### src/rtl/coeff_load_pkg.sv
// Shared FSM state type and sizing helpers for the coefficient loader.
// Build option COEFF_LOAD_CHK_EN (see coeff_load_ctrl) does not change anything here.
package coeff_load_pkg;

    localparam int NUM_COEFF_DEF = 25;
    localparam int COEFF_W_DEF   = 16;
    localparam int IDX_W         = $clog2(NUM_COEFF_DEF);
    localparam int CHK_W         = COEFF_W_DEF + 5;

    typedef enum logic [1:0] {
        IDLE   = 2'd0,
        FETCH  = 2'd1,
        DRAIN  = 2'd2,
        COMMIT = 2'd3
    } state_t;

    // Index width that stays legal for a single-entry table.
    function automatic int idx_width(input int n);
        return (n > 1) ? $clog2(n) : 1;
    endfunction

endpackage

### src/rtl/coeff_load_ctrl_rd_align_pipe.sv
// Delays the {valid, index} of each issued BRAM read by DEPTH cycles so that
// the index arrives together with the read data.
module rd_align_pipe
    import coeff_load_pkg::*;
#(
    parameter int DEPTH    = 1,
    parameter int IDX_BITS = IDX_W
) (
    input  logic                clk,
    input  logic                rst_n,
    input  logic                i_vld,
    input  logic [IDX_BITS-1:0] i_idx,
    output logic                o_vld,
    output logic [IDX_BITS-1:0] o_idx
);

    logic [DEPTH-1:0]    r_vld;
    logic [IDX_BITS-1:0] r_idx [DEPTH];

    always_ff @(posedge clk or negedge rst_n) begin
        if (!rst_n) begin
            r_vld <= '0;
            for (int i = 0; i < DEPTH; i++) begin
                r_idx[i] <= '0;
            end
        end else begin
            r_vld[0] <= i_vld;
            r_idx[0] <= i_idx;
            for (int i = 1; i < DEPTH; i++) begin
                r_vld[i] <= r_vld[i-1];
                r_idx[i] <= r_idx[i-1];
            end
        end
    end

    assign o_vld = r_vld[DEPTH-1];
    assign o_idx = r_idx[DEPTH-1];

endmodule

### src/rtl/coeff_load_ctrl.sv
// Per-frame coefficient loader: fetches NUM_COEFF BRAM words into a shadow bank and
// commits them atomically to the active FIR taps. Define COEFF_LOAD_CHK_EN for the chk_o checksum.
module coeff_load_ctrl
    import coeff_load_pkg::*;
#(
    parameter int NUM_COEFF = NUM_COEFF_DEF,
    parameter int COEFF_W   = COEFF_W_DEF,
    parameter int ADDR_W    = 11,
    parameter int RD_LAT    = 1
) (
    input  logic                          clk,
    input  logic                          rst,
    input  logic                          vs_i,
    input  logic                          arm_i,
    input  logic                          ovr_clr_i,
    output logic                          bram_en_o,
    output logic [ADDR_W-1:0]             bram_addr_o,
    input  logic [COEFF_W-1:0]            bram_dout_i,
    output logic [NUM_COEFF*COEFF_W-1:0]  coeff_o,
    output logic                          coeff_vld_o,
    output logic                          busy_o,
    output logic                          commit_o,
    output logic                          overrun_o,
    output logic [COEFF_W+4:0]            chk_o
);

    localparam int                 L_IDX_W    = idx_width(NUM_COEFF);
    localparam int                 L_CHK_W    = CHK_W + (COEFF_W - COEFF_W_DEF);
    localparam logic [L_IDX_W-1:0] LAST_IDX   = L_IDX_W'(NUM_COEFF - 1);
    localparam logic [1:0]         LAST_DRAIN = 2'(RD_LAT - 1);

    state_t                       r_state;
    state_t                       w_next;
    logic                         r_vs_dly;
    logic                         w_edge;
    logic                         w_start;
    logic                         r_armed;
    logic                         r_overrun;
    logic                         r_vld;
    logic [L_IDX_W-1:0]           r_idx;
    logic [1:0]                   r_drain;
    logic [COEFF_W-1:0]           r_shadow [NUM_COEFF];
    logic [NUM_COEFF*COEFF_W-1:0] r_active;
    logic                         w_cap_vld;
    logic [L_IDX_W-1:0]           w_cap_idx;

    // The first frame after reset always loads, even without an arm.
    assign w_edge  = vs_i & ~r_vs_dly;
    assign w_start = w_edge & (r_state == IDLE) & (r_armed | ~r_vld);

    always_ff @(posedge clk or negedge rst) begin
        if (!rst) begin
            r_state <= IDLE;
        end else begin
            r_state <= w_next;
        end
    end

    always_comb begin
        w_next = r_state;
        case (r_state)
            IDLE:    if (w_start) w_next = FETCH;
            FETCH:   if (r_idx == LAST_IDX) w_next = DRAIN;
            DRAIN:   if (r_drain == LAST_DRAIN) w_next = COMMIT;
            COMMIT:  w_next = IDLE;
            default: w_next = IDLE;
        endcase
    end

    always_comb begin
        bram_en_o = 1'b0;
        busy_o    = 1'b0;
        commit_o  = 1'b0;
        case (r_state)
            FETCH: begin
                bram_en_o = 1'b1;
                busy_o    = 1'b1;
            end
            DRAIN: begin
                busy_o    = 1'b1;
            end
            COMMIT: begin
                busy_o    = 1'b1;
                commit_o  = 1'b1;
            end
            default: begin
                busy_o    = 1'b0;
            end
        endcase
    end

    assign bram_addr_o = ADDR_W'(r_idx);

    // The index stops on the last address so the address stays put through DRAIN.
    always_ff @(posedge clk or negedge rst) begin
        if (!rst) begin
            r_idx   <= '0;
            r_drain <= '0;
        end else begin
            if (w_start) begin
                r_idx <= '0;
            end else if (r_state == FETCH && r_idx != LAST_IDX) begin
                r_idx <= r_idx + L_IDX_W'(1);
            end
            if (r_state == DRAIN) begin
                r_drain <= r_drain + 2'd1;
            end else begin
                r_drain <= '0;
            end
        end
    end

    always_ff @(posedge clk or negedge rst) begin
        if (!rst) begin
            r_vs_dly  <= 1'b0;
            r_armed   <= 1'b0;
            r_overrun <= 1'b0;
        end else begin
            r_vs_dly <= vs_i;
            if (arm_i) begin
                r_armed <= 1'b1;
            end else if (w_start) begin
                r_armed <= 1'b0;
            end
            if (w_edge && r_state != IDLE) begin
                r_overrun <= 1'b1;
            end else if (ovr_clr_i) begin
                r_overrun <= 1'b0;
            end
        end
    end

    rd_align_pipe #(
        .DEPTH    (RD_LAT),
        .IDX_BITS (L_IDX_W)
    ) u_align (
        .clk   (clk),
        .rst_n (rst),
        .i_vld (bram_en_o),
        .i_idx (r_idx),
        .o_vld (w_cap_vld),
        .o_idx (w_cap_idx)
    );

    always_ff @(posedge clk or negedge rst) begin
        if (!rst) begin
            for (int k = 0; k < NUM_COEFF; k++) begin
                r_shadow[k] <= '0;
            end
        end else if (w_cap_vld) begin
            r_shadow[w_cap_idx] <= bram_dout_i;
        end
    end

    // The active bank only moves in COMMIT, so the taps stay fixed across a frame.
    always_ff @(posedge clk or negedge rst) begin
        if (!rst) begin
            r_active <= '0;
            r_vld    <= 1'b0;
        end else if (r_state == COMMIT) begin
            for (int k = 0; k < NUM_COEFF; k++) begin
                r_active[k*COEFF_W +: COEFF_W] <= r_shadow[k];
            end
            r_vld <= 1'b1;
        end
    end

    assign coeff_o     = r_active;
    assign coeff_vld_o = r_vld;
    assign overrun_o   = r_overrun;

`ifdef COEFF_LOAD_CHK_EN
    logic [L_CHK_W-1:0] r_acc;
    logic [L_CHK_W-1:0] r_chk;

    always_ff @(posedge clk or negedge rst) begin
        if (!rst) begin
            r_acc <= '0;
            r_chk <= '0;
        end else begin
            if (w_start) begin
                r_acc <= '0;
            end else if (w_cap_vld) begin
                r_acc <= r_acc + L_CHK_W'($signed(bram_dout_i));
            end
            if (r_state == COMMIT) begin
                r_chk <= r_acc;
            end
        end
    end

    assign chk_o = r_chk;
`else
    assign chk_o = '0;
`endif

endmodule

### config.mk
export PLATFORM = sky130hd
export DESIGN_NAME = coeff_load_ctrl
export DESIGN_NICKNAME = d
export VERILOG_FILES = /design/src/rtl/coeff_load_pkg.sv /design/src/rtl/coeff_load_ctrl_rd_align_pipe.sv /design/src/rtl/coeff_load_ctrl.sv
export SDC_FILE = /design/constraint.sdc
export NUM_CORES = 1
export LEC_CHECK = 0
export ABC_AREA = 1
export BUFFER_PORTS_ARGS = -buffer_cell sky130_fd_sc_hd__buf_2
export CAP_MARGIN = 25
export CORE_ASPECT_RATIO = 1.1
export CORE_MARGIN = 4
export CORE_UTILIZATION = 41
export CTS_CLUSTER_DIAMETER = 100
export CTS_CLUSTER_SIZE = 16
export DETAILED_ROUTE_END_ITERATION = 10
export PLACE_DENSITY = 0.6
export SLEW_MARGIN = 20
export SYNTH_ARGS = -nofsm -noshare
export SYNTH_HDL_FRONTEND = slang
export SYNTH_SLANG_ARGS = --single-unit
export TNS_END_PERCENT = 20
### constraint.sdc
create_clock -name clk -period 1.7 [get_ports clk]
set_input_delay 0.085 -clock clk [delete_from_list [all_inputs] [get_ports clk]]
set_output_delay 0.085 -clock clk [all_outputs]
set_load 0.03 [all_outputs]
* After elaboration in Yosys (flattened, before gate mapping)
Index checks and enable logic that the tools add are counted.
** Cells by class
- Add/subtract/negate cells :: 2
- Bitwise operators :: 7
- Magnitude comparators :: 2
- Reductions and logical operators :: 11
- Multiplexer cells :: 17
- Eq/ne operators :: 8
** Operator list (number)
- bitwise mux 400 bit :: 1
- demux 16 bit (select 5 bit) :: 1
- two-way mux 16 bit :: 1
- two-way mux 5 bit :: 2
- two-way mux 2 bit :: 4
- one-hot mux 2 bit (4 select lines) :: 1
- nonzero test 2 bit :: 4
- two-way mux 1 bit :: 7
- >= comparator 6 bit (second input constant) :: 1
- < comparator 6 x 1 -> 1 bit (second input constant) :: 1
- inequality test 2 bit (second input constant) :: 3
- inverter 5 -> 6 bit :: 1
- adder 5 x 1 -> 5 bit (second input constant) :: 1
- == test 5 bit (second input constant) :: 1
- inequality test 5 bit (second input constant) :: 1
- == test 2 bit (second input constant) :: 2
- zero test 2 bit :: 2
- bitwise AND 1 bit :: 3
- logical AND 1 bit :: 3
- AND reduction 3 bit :: 1
- OR reduction 3 bit :: 1
- adder 2 x 1 -> 2 bit (second input constant) :: 1
- == test 2 x 1 -> 1 bit (second input constant) :: 1
- inverter 1 bit :: 2
- OR 1 bit :: 1
** Word-level totals
- Output and inout port bits :: 437
- Bits in registers :: 819

* Depth between registers and ports, before layout
- Depth in word-level cells :: 6
- Gate-level depth with buffers :: 10

* Modules after synthesis
Synthesis repeated with hierarchy kept, for this count alone.
** Second synthesis, totals
- Cells, all modules :: 3171
- Area total of the unflattened synthesis :: 30073.8 um^2
** Modules (own cells, without submodules)
- coeff_load_ctrl :: area an instance 29923.7 um^2, cells each 3165, times used 1
- rd_align_pipe :: area an instance 150.1 um^2, cells each 6, times used 1

* Worst setup path after synthesis
No wires, ideal clock.
- Kind :: flip-flop to flip-flop
- From :: register r_state[0]
- To :: register r_active[111], in the netlist coeff_o[111]
- Setup slack :: -45 ps
- Path buffers :: 3
- Data required time :: 1634 ps
- Period minus slack after synthesis :: 1745 ps
- Cell stages (with the launch flop) :: 7
- Data arrival time :: 1679 ps
- Cells stage by stage :: dfrtp_1 -> ha_1 -> buf_2 -> buf_1 -> buf_1 -> nand2_1 -> nand2_1
** Between the ends
- Cells in the longest elaborated chain, start to end :: 1
** RTL lines
- from (decl) :: RTL line coeff_load_ctrl.sv:32 : state_t r_state;
- from (signal assigned) :: RTL line coeff_load_ctrl.sv:55 : r_state <= w_next;
- == test 2 bit :: RTL line coeff_load_ctrl.sv:160 : end else if (r_state == COMMIT) begin
- to (signal, indexed assignment) :: RTL line coeff_load_ctrl.sv:162 : r_active[k*COEFF_W +: COEFF_W] <= r_shadow[k];
- to (decl) :: RTL line coeff_load_ctrl.sv:43 : logic [NUM_COEFF*COEFF_W-1:0] r_active;
Every way passes these cells.
A chain may end at the register's enable or synchronous reset.

* Final worst setup path
- From :: register r_state[1]
- To :: output port commit_o
** Between the ends
- Cells in the longest elaborated chain, start to end :: 2
** RTL lines
- == test 2 bit :: RTL line coeff_load_ctrl.sv:74 : case (r_state)
- two-way mux 1 bit :: RTL line coeff_load_ctrl.sv:74
- to (decl) :: RTL line coeff_load_ctrl.sv:22 : output logic commit_o,
Every way passes these cells.

==> impl_metrics.json <==
{
  "status": "completed",
  "critPathLaunchType": "register",
  "comb_power_share_pct": 41.2,
  "synth-xor-area-share_pct": 0.0582,
  "wl_met2_um": 42300,
  "coreArea_um2": 72300,
  "synth_cell_types": 22,
  "grt_pass1_wl_um": 137000,
  "max_freq_ghz": 0.597,
  "drive_above_1_share_pct": 18.1,
  "synthAdderAreaFrac_pct": 0.333,
  "synth_mux_area_share_pct": 0,
  "crit_fanout": 3,
  "routed_wl_um": 89400,
  "cp-end-kind": "primary output",
  "crit_path_start": "r_state[1]$_DFFE_PN0P_",
  "synthesis.area_um2": 30100,
  "leakage_nw": 19.0,
  "clockBufferDepth": 3,
  "p_switching_mw": 33.5,
  "synth_top_family_by_area": "simple AND/OR/NAND/NOR gates",
  "io_pins": 458,
  "drc": 0,
  "hold_path.class": "input pin to register",
  "critical_path_class": "register to primary output",
  "yosysTopAreaCell": "dfrtp_1",
  "post-route-period-util_pct": 98.5,
  "drtPass1Iterations": 5,
  "reg2reg_depth": 8,
  "portBuffers": 430,
  "track_usage_pct": 22.8,
  "wl_per_cell_um": 19.5,
  "r2r-end": "coeff_o[232]$_DFFE_PN0P_",
  "root_buffer": "clkbuf_16",
  "worst_path_max_delay_cell": "dfrtp_1",
  "n_fill_cell": 6765,
  "synth-compound-area-share_pct": 6.81,
  "worst_slew_pin_slew_ns": 0.608,
  "clock_latency_ns": 0.62,
  "rsz0062_at_grt": "yes",
  "synth.top_cells.by_area": "dfrtp_1 (68%), nand2_1 (20%), o21ai_0 (5.8%)",
  "cts_tree": "built",
  "finalHoldWorstSlack_ns": 0.0349,
  "wl_met3_um": 4940,
  "seq_area_frac_synth_pct": 68.1,
  "grt_max_degree": 106,
  "grt_pass1_vias": 21750,
  "p_int_mw": 42.6,
  "irDropWorstVdd_mv": 1.40,
  "fin_crit_ns": 1.67,
  "required_ns": 1.62,
  "initial_core_util_pct": 41.6,
  "seq_power_share_pct": 42.5,
  "final_nets": 3659,
  "syn-instance-count": 3171,
  "cts_buffers": 57,
  "yosys_warnings": 0,
  "antenna_found_initial": 2,
  "cp_data_arrival_time_ns": 1.59,
  "clk_pin_slew_worst_paths_ns": 0.07,
  "crit_path_cell_trace": "buf_4 > ha_4 > buf_16 > buf_6",
  "wl_met1_um": 40400,
  "p_clk_share_pct": 16.3,
  "synth_top_area_share_pct": 68.1,
  "maxSlewHeadroom_pct": 59.5,
  "reg2reg_slack_ns": 0.10,
  "std_cell_rows": 103,
  "vias": 22417,
  "grt_overflow_total": 0,
  "synth-simple-area-share_pct": 20.9,
  "synth-seq-cells": 819,
  "power_mw": 76.1,
  "gp_congestion": 0.771,
  "drtIter0Drc": 1885,
  "syn2layout_area_growth_pct": 20.9,
  "cap_viol_max_count": 0,
  "ant_nets": 0,
  "cts.sinks": 819,
  "slew_violations": 0,
  "fp.dieW_um": 266,
  "p_sw_share_pct": 44.0,
  "viasPerCell": 4.90,
  "die-area_um2": 77800,
  "top_layer": "met4",
  "final_util_pct": 50.3,
  "setup_viol": 0,
  "skew_ns": 0.0218,
  "dp_hpwl_um": 56900,
  "reg2reg_from": "r_state[0]$_DFFE_PN0P_",
  "p_per_area_nw_per_um2": 2090,
  "setup.worst_path.end": "commit_o",
  "postSynthAreaPerCell_um2": 9.49,
  "dieHeight_um": 292,
  "hold_viol": 0,
  "max_stage_delay_ns": 0.39,
  "htreeDepth": 2
}
## worst max-delay path: cells and delay by family, from the launching register on
family | cells | cell delay [ns]
adder cells (fa/ha/maj) | 1 | 0.17
buffers and inverters | 3 | 0.40
flip-flops | 1 | 0.39
## cell families after synthesis
| family | count (synthesis) |
|---|---|
| and+or+nand+nor | 1664 |
| adders and majority gates | 8 |
| other | 1 |
| buffers and inverters | 268 |
| DFF | 819 |
| AOI/OAI and AO/OA | 409 |
| xor gates and xnor gates | 2 |
## layer usage
metal | vias up | GRT usage, %
li1 | 10710 | -
met1 | 10973 | 33.3
met2 | 632 | 36.7
met3 | 102 | 3.20
met4 | 0 | 4.79
met5 | - | 0
## layout make-up
class	instances	area, um2	area share, %
diodes	1	2.50	0.00687
multi-input cells	2110	8580	23.6
clock inverters	3	33.8	0.0928
well taps	945	1180	3.25
flip-flops and latches	819	20500	56.3
repair buffers	596	4490	12.3
inverters	46	185	0.509
clock buffers	57	1430	3.92
## cell usage in the layout (no fill, tap or decap), drive strengths merged
master	netlist	final
nor2	55	55
a21o	1	1
inv	46	40
dlygate4sd3	0	18
a21oi	46	46
or2	2	2
ha	8	8
o21ai	361	361
diode	0	1
nor3	7	7
clkbuf	162	59
conb	1	27
bufbuf	0	2
o22ai	1	1
xor2	2	2
nand4	3	3
nand3	10	10
clkinv	0	9
dfrtp	819	819
nand2	1587	1587
buf	60	574
## synthesized netlist by cell type (all sizes together)
| cell | n |
|---|---|
| buf | 60 |
| xor2 | 2 |
| dfrtp | 819 |
| a21oi | 46 |
| o22ai | 1 |
| conb | 1 |
| nor3 | 7 |
| o21ai | 361 |
| nand4 | 3 |
| nand2 | 1587 |
| a21o | 1 |
| inv | 46 |
| nor2 | 55 |
| or2 | 2 |
| clkbuf | 162 |
| ha | 8 |
| nand3 | 10 |
## sequential cells by signal, indices dropped and copies added, names as in the netlist
signal	flops
u_align.o_idx	5
r_shadow	400
coeff_o	400
coeff_vld_o	1
r_vs_dly	1
u_align.o_vld	1
r_drain	2
overrun_o	1
r_idx	5
r_armed	1
r_state	2
## power by group through the flow
stage | Clock [mW] | Combinational [mW] | Sequential (mW)
6_report | 12.4 | 31.4 | 32.3
3_3_place_gp | 0 | 30.5 | 32.6
5_1_grt | 13.5 | 34.5 | 33.1
4_1_cts | 12.8 | 31.6 | 32.3
3_5_place_dp | 0 | 31.2 | 32.5
2_1_floorplan | 0 | 10.6 | 40.8
## worst min path at each step
stage,start,to,cells after the start
global placement,rst,coeff_o[38]$_DFFE_PN0P_,1
floorplan,rst,coeff_o[0]$_DFFE_PN0P_,0
global route,bram_dout_i[6],r_shadow[166]$_DFFE_PN0P_,4
detailed placement,rst,r_shadow[360]$_DFFE_PN0P_,1
finish,bram_dout_i[6],r_shadow[166]$_DFFE_PN0P_,4
CTS,bram_dout_i[6],r_shadow[166]$_DFFE_PN0P_,4
## what timing repair did
action,CTS,global route
pin swaps,0,0
hold buffers,19,0
gates resized for setup,10,9
setup endpoints to repair,3,161
setup buffers,4,1
endpoints found under the hold margin,972,0
gates cloned,2,2
## stage by stage
step	cell area, um2	cells	setup slack (ns)	TNS, ns
after global placement	34500	4489	0.140	0
after floorplan	30200	3197	0.0623	0
after global routing	36400	4576	-0.0469	-0.119
final	36400	4577	0.0259	0
after CTS	36300	4573	-0.0157	-0.0224
after detailed placement	34500	4489	0.164	0
(Power assumes the default switching activity.)
